**src/rtl/mem_bus_arbiter_pkg.sv**
```systemverilog
// Shared types and constants for the IF/MEM memory bus arbiter.
package mem_bus_arbiter_pkg;

  typedef enum logic [1:0] {
    ARB_IDLE = 2'b00,
    ARB_IF   = 2'b01,
    ARB_MEM  = 2'b10
  } arb_state_t;

  localparam logic [31:0] ZERO_WORD = 32'h0000_0000;
  localparam logic [3:0]  SEL_ALL   = 4'hF;
  localparam logic        WRITE_EN  = 1'b1;
  localparam logic        WRITE_DIS = 1'b0;

endpackage

```
**src/rtl/mem_bus_arbiter_timeout_cnt.sv**
```systemverilog
// Per-bus-cycle watchdog: counts cycles while enabled and flags the last allowed cycle.
module mem_bus_arbiter_timeout_cnt #(
  parameter int TIMEOUT_CYCLES = 255,
  parameter int TO_W           = 8
) (
  input  logic clk,
  input  logic rst,
  input  logic clear,
  input  logic enable,
  output logic expired
);

  logic [TO_W-1:0] count_reg;

  // Expired marks the TIMEOUT_CYCLES-th cycle of the access, so an ack in that
  // same cycle can still win over the forced termination.
  assign expired = (count_reg >= TO_W'(TIMEOUT_CYCLES - 1));

  always_ff @(posedge clk) begin
    if (rst || clear) begin
      count_reg <= '0;
    end else if (enable && !expired) begin
      count_reg <= count_reg + TO_W'(1);
    end
  end

endmodule

```
**src/rtl/mem_bus_arbiter.sv**
```systemverilog
// Arbitrates one single-ported Wishbone-style bus between instruction fetch and
// data access, with fixed MEM priority, registered outputs and a bus-cycle timeout.
module mem_bus_arbiter
  import mem_bus_arbiter_pkg::*;
#(
  parameter int TIMEOUT_CYCLES = 255,
  parameter int TO_W           = 8
) (
  input  logic        clk,
  input  logic        rst,
  input  logic        flush,
  input  logic        if_req,
  input  logic [31:0] if_addr,
  output logic [31:0] if_rdata,
  output logic        if_ack,
  input  logic        mem_req,
  input  logic        mem_we,
  input  logic [3:0]  mem_sel,
  input  logic [31:0] mem_addr,
  input  logic [31:0] mem_wdata,
  output logic [31:0] mem_rdata,
  output logic        mem_ack,
  output logic        stallreq_if,
  output logic        stallreq_mem,
  output logic        bus_cyc_o,
  output logic        bus_stb_o,
  output logic        bus_we_o,
  output logic [3:0]  bus_sel_o,
  output logic [31:0] bus_adr_o,
  output logic [31:0] bus_dat_o,
  input  logic [31:0] bus_dat_i,
  input  logic        bus_ack_i,
  output logic        bus_err
);

  arb_state_t  state_reg;
  logic        bus_cyc_reg;
  logic        bus_we_reg;
  logic [3:0]  bus_sel_reg;
  logic [31:0] bus_adr_reg;
  logic [31:0] bus_dat_reg;
  logic [31:0] if_rdata_reg;
  logic        if_ack_reg;
  logic [31:0] mem_rdata_reg;
  logic        mem_ack_reg;
  logic        bus_err_reg;

  logic        in_bus;
  logic        leaving_bus;
  logic        to_expired;

  assign in_bus      = (state_reg != ARB_IDLE);
  assign leaving_bus = ((state_reg == ARB_IF)  && (flush || bus_ack_i || to_expired)) ||
                       ((state_reg == ARB_MEM) && (bus_ack_i || to_expired));

  mem_bus_arbiter_timeout_cnt #(
    .TIMEOUT_CYCLES(TIMEOUT_CYCLES),
    .TO_W          (TO_W)
  ) u_timeout (
    .clk    (clk),
    .rst    (rst),
    .clear  (!in_bus || leaving_bus),
    .enable (in_bus),
    .expired(to_expired)
  );

  always_ff @(posedge clk) begin
    if (rst) begin
      state_reg     <= ARB_IDLE;
      bus_cyc_reg   <= 1'b0;
      bus_we_reg    <= WRITE_DIS;
      bus_sel_reg   <= 4'h0;
      bus_adr_reg   <= ZERO_WORD;
      bus_dat_reg   <= ZERO_WORD;
      if_rdata_reg  <= ZERO_WORD;
      if_ack_reg    <= 1'b0;
      mem_rdata_reg <= ZERO_WORD;
      mem_ack_reg   <= 1'b0;
      bus_err_reg   <= 1'b0;
    end else begin
      if_ack_reg  <= 1'b0;
      mem_ack_reg <= 1'b0;
      bus_err_reg <= 1'b0;
      case (state_reg)
        ARB_IDLE: begin
          // MEM belongs to the older instruction, so it always wins the grant.
          if (mem_req) begin
            state_reg   <= ARB_MEM;
            bus_cyc_reg <= 1'b1;
            bus_we_reg  <= mem_we;
            bus_sel_reg <= mem_sel;
            bus_adr_reg <= mem_addr;
            bus_dat_reg <= mem_wdata;
          end else if (if_req && !flush) begin
            state_reg   <= ARB_IF;
            bus_cyc_reg <= 1'b1;
            bus_we_reg  <= WRITE_DIS;
            bus_sel_reg <= SEL_ALL;
            bus_adr_reg <= if_addr;
            bus_dat_reg <= ZERO_WORD;
          end
        end
        ARB_IF: begin
          // A flushed fetch is abandoned silently; any later ack lands in IDLE.
          if (flush) begin
            state_reg   <= ARB_IDLE;
            bus_cyc_reg <= 1'b0;
          end else if (bus_ack_i) begin
            state_reg    <= ARB_IDLE;
            bus_cyc_reg  <= 1'b0;
            if_rdata_reg <= bus_dat_i;
            if_ack_reg   <= 1'b1;
          end else if (to_expired) begin
            state_reg    <= ARB_IDLE;
            bus_cyc_reg  <= 1'b0;
            if_rdata_reg <= ZERO_WORD;
            if_ack_reg   <= 1'b1;
            bus_err_reg  <= 1'b1;
          end
        end
        ARB_MEM: begin
          if (bus_ack_i) begin
            state_reg   <= ARB_IDLE;
            bus_cyc_reg <= 1'b0;
            mem_ack_reg <= 1'b1;
            if (bus_we_reg != WRITE_EN) begin
              mem_rdata_reg <= bus_dat_i;
            end
          end else if (to_expired) begin
            state_reg     <= ARB_IDLE;
            bus_cyc_reg   <= 1'b0;
            mem_rdata_reg <= ZERO_WORD;
            mem_ack_reg   <= 1'b1;
            bus_err_reg   <= 1'b1;
          end
        end
        default: begin
          state_reg   <= ARB_IDLE;
          bus_cyc_reg <= 1'b0;
        end
      endcase
    end
  end

  assign bus_cyc_o    = bus_cyc_reg;
  assign bus_stb_o    = bus_cyc_reg;
  assign bus_we_o     = bus_we_reg;
  assign bus_sel_o    = bus_sel_reg;
  assign bus_adr_o    = bus_adr_reg;
  assign bus_dat_o    = bus_dat_reg;
  assign if_rdata     = if_rdata_reg;
  assign if_ack       = if_ack_reg;
  assign mem_rdata    = mem_rdata_reg;
  assign mem_ack      = mem_ack_reg;
  assign bus_err      = bus_err_reg;
  assign stallreq_if  = if_req & ~if_ack_reg;
  assign stallreq_mem = mem_req & ~mem_ack_reg;

endmodule

```
**config.mk**
```make
export PLATFORM = sky130hd
export DESIGN_NAME = mem_bus_arbiter
export DESIGN_NICKNAME = d
export VERILOG_FILES = /design/src/rtl/mem_bus_arbiter_pkg.sv /design/src/rtl/mem_bus_arbiter_timeout_cnt.sv /design/src/rtl/mem_bus_arbiter.sv
export SDC_FILE = /design/constraint.sdc
export NUM_CORES = 1
export LEC_CHECK = 0
export ABC_AREA = 1
export ABC_CLOCK_PERIOD_IN_PS = 1800
export BUFFER_PORTS_ARGS = -buffer_cell sky130_fd_sc_hd__buf_2
export CORE_MARGIN = 5
export CORE_UTILIZATION = 47
export DETAILED_ROUTE_END_ITERATION = 8
export PLACE_DENSITY_LB_ADDON = 0.12
export RECOVER_POWER = 50
export SYNTH_ARGS = -nofsm -noshare
export SYNTH_HDL_FRONTEND = slang
export SYNTH_SLANG_ARGS = --single-unit
export TNS_END_PERCENT = 10
```
**constraint.sdc**
```tcl
create_clock -name clk -period 1.8 [get_ports clk]
set_input_delay 0.09 -clock clk [delete_from_list [all_inputs] [get_ports clk]]
set_output_delay 0.09 -clock clk [all_outputs]
set_load 0.02 [all_outputs]
```
# Word-level counts from Yosys, hierarchy flattened

Cells that the tools add are included.

Bits of input ports: 139
Register bits: 147
Output and inout port bits: 140

$add $sub $neg: 1
Reductions and logical operators: 22
Order comparisons: 1
Multiplexer cells: 29
Eq/ne operators: 4
Bitwise logic cells: 7

Operator list:

| cell                | count |
|---|---|
| $mux 32             | 8 |
| $mux 1              | 11 |
| $mux 2              | 5 |
| $add 8x1->8 const B | 1 |
| $ge 8x8->1 const B  | 1 |
| $mux 4              | 2 |
| $logic_or 1x1->1    | 6 |
| $pmux 2 s3          | 1 |
| $reduce_and 3->1    | 2 |
| $reduce_bool 2->1   | 3 |
| $not 1->1           | 5 |
| $logic_and 1x1->1   | 4 |
| $logic_not 1->1     | 3 |
| $ne 3x3->1 const B  | 1 |
| $pmux 1 s3          | 1 |
| $reduce_or 3->1     | 1 |
| $and 1x1->1         | 2 |
| $eq 2x1->1 const B  | 1 |
| $eq 2x2->1 const B  | 1 |
| $logic_not 2->1     | 1 |
| $ne 2x2->1 const B  | 1 |
| $pmux 1 s2          | 1 |
| $reduce_and 2->1    | 1 |
| $reduce_or 2->1     | 1 |

# Logic depth before layout (Yosys ltp)

Depth in word-level cells: 6
Depth in mapped cells: 11

# Hierarchy

A second synthesis with hierarchy kept.

Cell total of the unflattened synthesis: 889
Area, all modules: 6,253.5 um^2

By module, submodules not included:

| module                      | instances | seq. area each (um^2) | cells an instance | area each (um^2) |
|---|---|---|---|---|
| mem_bus_arbiter             | 1         | 2,782.7               | 815               | 5,769.3 |
| mem_bus_arbiter_timeout_cnt | 1         | 160.2                 | 74                | 484.2 |

# Worst setup path after synthesis

OpenSTA, ideal clock, no wires.

Path type: flip-flop to flip-flop
From: reg state_reg[0]
To: reg bus_adr_reg[11] (netlist: bus_adr_o[11])
Path buffers: 3
Required time: 1.675 ns
Arrival time: 1.349 ns
Path slack: 0.326 ns
Stages on the path, launching flop included: 9
Period minus slack after synthesis: 1.474 ns
Cell sequence: dfxtp_1 > inv_1 > ha_1 > buf_2 > nand3_1 > nand2_1 > buf_2 > buf_2 > a31oi_1

Word-level cells in the longest chain between the ends: 2

Ends and longest elaborated chain:

| element                           | line                  | text |
|---|---|---|
| start, declared                   | mem_bus_arbiter.sv:36 | `arb_state_t state_reg;` |
| start signal, assigned            | mem_bus_arbiter.sv:69 | `state_reg <= ARB_IDLE;` |
| start signal, assigned            | mem_bus_arbiter.sv:88 | `state_reg <= ARB_MEM;` |
| start signal, assigned            | mem_bus_arbiter.sv:95 | `state_reg <= ARB_IF;` |
| $logic_not 2->1                   | mem_bus_arbiter.sv:84 | `case (state_reg)` |
| $reduce_and 2->1 (no source line) | -                     |  |
| end signal, assigned              | mem_bus_arbiter.sv:92 | `bus_adr_reg <= mem_addr;` |
| end signal, assigned              | mem_bus_arbiter.sv:99 | `bus_adr_reg <= if_addr;` |
| end, declared                     | mem_bus_arbiter.sv:40 | `logic [31:0] bus_adr_reg;` |

No other way between the ends.
A chain may end at the register's enable or synchronous reset.

# Worst setup path after layout

From: reg u_timeout.count_reg[1]
To: reg mem_rdata_reg[20] (netlist: mem_rdata[20])

Word-level cells in the longest chain between the ends: 3

Ends and longest elaborated chain:

| element                            | line                              | text |
|---|---|---|
| start, declared                    | mem_bus_arbiter_timeout_cnt.sv:13 | `logic [TO_W-1:0] count_reg;` |
| start signal, assigned             | mem_bus_arbiter_timeout_cnt.sv:23 | `count_reg <= count_reg + TO_W'(1);` |
| $ge 8x8->1                         | mem_bus_arbiter_timeout_cnt.sv:17 | `assign expired = (count_reg >= TO_W'(TIMEOUT_CYCLES - 1));` |
| $reduce_bool 2->1 (no source line) | -                                 |  |
| $reduce_and 3->1 (no source line)  | -                                 |  |
| end signal, assigned               | mem_bus_arbiter.sv:127            | `mem_rdata_reg <= bus_dat_i;` |
| end, declared                      | mem_bus_arbiter.sv:44             | `logic [31:0] mem_rdata_reg;` |

No other way between the ends.

==> metrics.txt <==
largest cells by area after synthesis=dfxtp_1, nand2_1, a21oi_1; Synth area leader=dfxtp_1; Setup Crit Path Kind=flop to flop; RePlAce Congestion=0.861; fin. max-slew vios=0; Worst setup EP type=flop; ANT nets after route=0; final hold violations=0; largest net degree at the start of global routing=69; placed instance count=1229; GRT overflow=0; site row count=41; slowest CP cell=dfxtp_1; Critical Path RT=2090 ps; Top Ports=279; vias in the first global route=6976; Final Setup Violations=0; chip width=124 um; power per cell area=976 nW/um^2; initial antenna violation count=1; DRT Wirelength=22000 um; Die Height=124 um; IO Port Bufs=278; syn avg cell area=7.52 sq um; Slew headroom=75.6%; Wirelength per Cell=16.1 um; Syn Nets=964; Hold/Removal Path Class=input pin to flop; Post-synth EDFFs=0; most common cell in the netlist=nand2_1; clock skew=6.41 ps; Post-Synthesis Cell Area=6160 sq um; P_leak=3.89 nW; async set-reset flop share out of synthesis=0%; outcome=completed; CTS root buf=clkbuf_16; routed vias=7018; Inserted Clock Buffers=17; clock transition at the registers of the reported paths=60 ps; non-filler instance count after layout=1364; Pre-antenna DRT Iters=5; Peak VDD IR=0.719 mV; CTS tree=built; Final #Nets=1323; layout cell share with drive strength beyond 1=17.9%; Clock Sinks=147; first-pass GRT wire length=35400 um; post-layout util=71.7%; CP arrival=1960 ps; Final min period=1670 ps; HPWL Detailed=13500 um; MaxCap Viol Count=0; DR iter-0 viols=444; Overall Power=8.91 mW; family with the most delay on the worst path=simple AND/OR/NAND/NOR gates; FF+latch count, synth=147; Critical path buffers and inverters=1; Core Area=12700 sq um; most frequent cells after synthesis=nand2_1, dfxtp_1, a21oi_1; final sum of negative setup slack=0 ps; hold slack=26.8 ps; Post-CTS Setup Bufs=0; P&R area growth vs syn=48.2%; period utilization=92.6%; clk_lat worst skew=410 ps; CP max stage delay=400 ps; sequential area share after synthesis=47.8%; predominant post-synthesis flop cell=dfxtp_1; Initial Util=48.4%; # DRC=0; crit start category=flop; Max Fclk=600 MHz; post-synth cell types=30; Yosys top cell area share=47.8%; worst-path maximum fanout=12; H-tree depth=4; CTS max path bufs=2; Post-Syn Instances=819; gr usage total=27.6%; yosys warns=0; Worst R2R Setup Slack=130 ps; worst-path cell chain=ha_1 > nor2_1 > nor2_2 > nand2_4 > nand2_8 > nand3_4 > buf_12 > nand2_1 > a21oi_1; Least-Margin Pin Slew=366 ps; Die ar.=15500 sq um; via density per instance=5.15
routing by layer:
layer	global-route usage [%]	share of wire, %	vias up
met4	14.4	5.3	0
met5	0	0	-
met2	46.8	49	363
li1	-	-	3417
met3	9.52	8.0	87
met1	30.5	38	3151
worst min-delay path: stages:
cell	delay [ps]
buf_2	90
nand2_1	50
inv_1	40
nand2_1	60
a21oi_1	60
logic make-up (layout without fill, tap and decap cells):
group / Yosys count / after routing / synth area share [%]
buffers and inverters: 122 / 493 / 9.42
other: 0 / 2 / 0
AO/OA/AOI/OAI: 176 / 176 / 15.3
AND/OR/NAND/NOR: 366 / 366 / 26.0
XOR/XNOR: 2 / 2 / 0.284
flip-flops: 147 / 147 / 47.8
adder cells (fa/ha/maj): 6 / 6 / 1.22
per-stage QoR:
stage | instance area [sq um] | setup WS, ps
after global routing | 9130 | -12.0
final | 9130 | 132
after global placement | 7620 | 121
after CTS | 9280 | 98.1
after floorplan | 6160 | 326
after detailed placement | 7620 | 24.6
where the power goes:
part / switching [mW] / internal (mW) / total (mW)
Combinational: 0.999 / 0.582 / 1.58
Sequential: 0.117 / 3.45 / 3.57
Clock: 1.30 / 2.45 / 3.76
what timing repair did:
| action | CTS | global route |
|---|---|---|
| setup endpoints to repair | 1 | 23 |
| gates resized for setup | 1 | 4 |
| hold buffers | 102 | 0 |
| hold endpoints to repair | 70 | 0 |
| pin swaps | 0 | 0 |
area by class of cell:
class	instances	area, sq um
Tap cell	172	215
Sequential cell	147	2940
Clock buffer	22	484
Inverter	60	225
Timing Repair Buffer	402	2450
Fill cell	1081	3590
Antenna cell	2	5.00
Multi-Input combinational cell	550	2650
Clock inverter	9	151
path summary, 6_finish.rpt:
kind / from / endpoint / depth (start not counted)
min: bus_dat_i[26] / if_rdata[26]$_SDFFE_PP0P_ / 5
max: u_timeout.count_reg[1]$_SDFFE_PP0P_ / mem_rdata[20]$_SDFFE_PP0P_ / 9
min reg2reg: bus_dat_o[7]$_SDFFE_PP0P_ / bus_dat_o[7]$_SDFFE_PP0P_ / 2
max reg2reg: u_timeout.count_reg[1]$_SDFFE_PP0P_ / mem_rdata[20]$_SDFFE_PP0P_ / 9
layout by cell type (no fill, tap or decap), drive strengths merged, types with 32 or more instances in the layout:
cell type,count
inv,60
nand3,44
nand4,32
a31oi,32
a21oi,104
nand2,268
dfxtp,147
buf,160
o21ai,34
clkbuf,162
dlygate4sd3,102
Note: power is estimated with default switching activity, not from simulation.
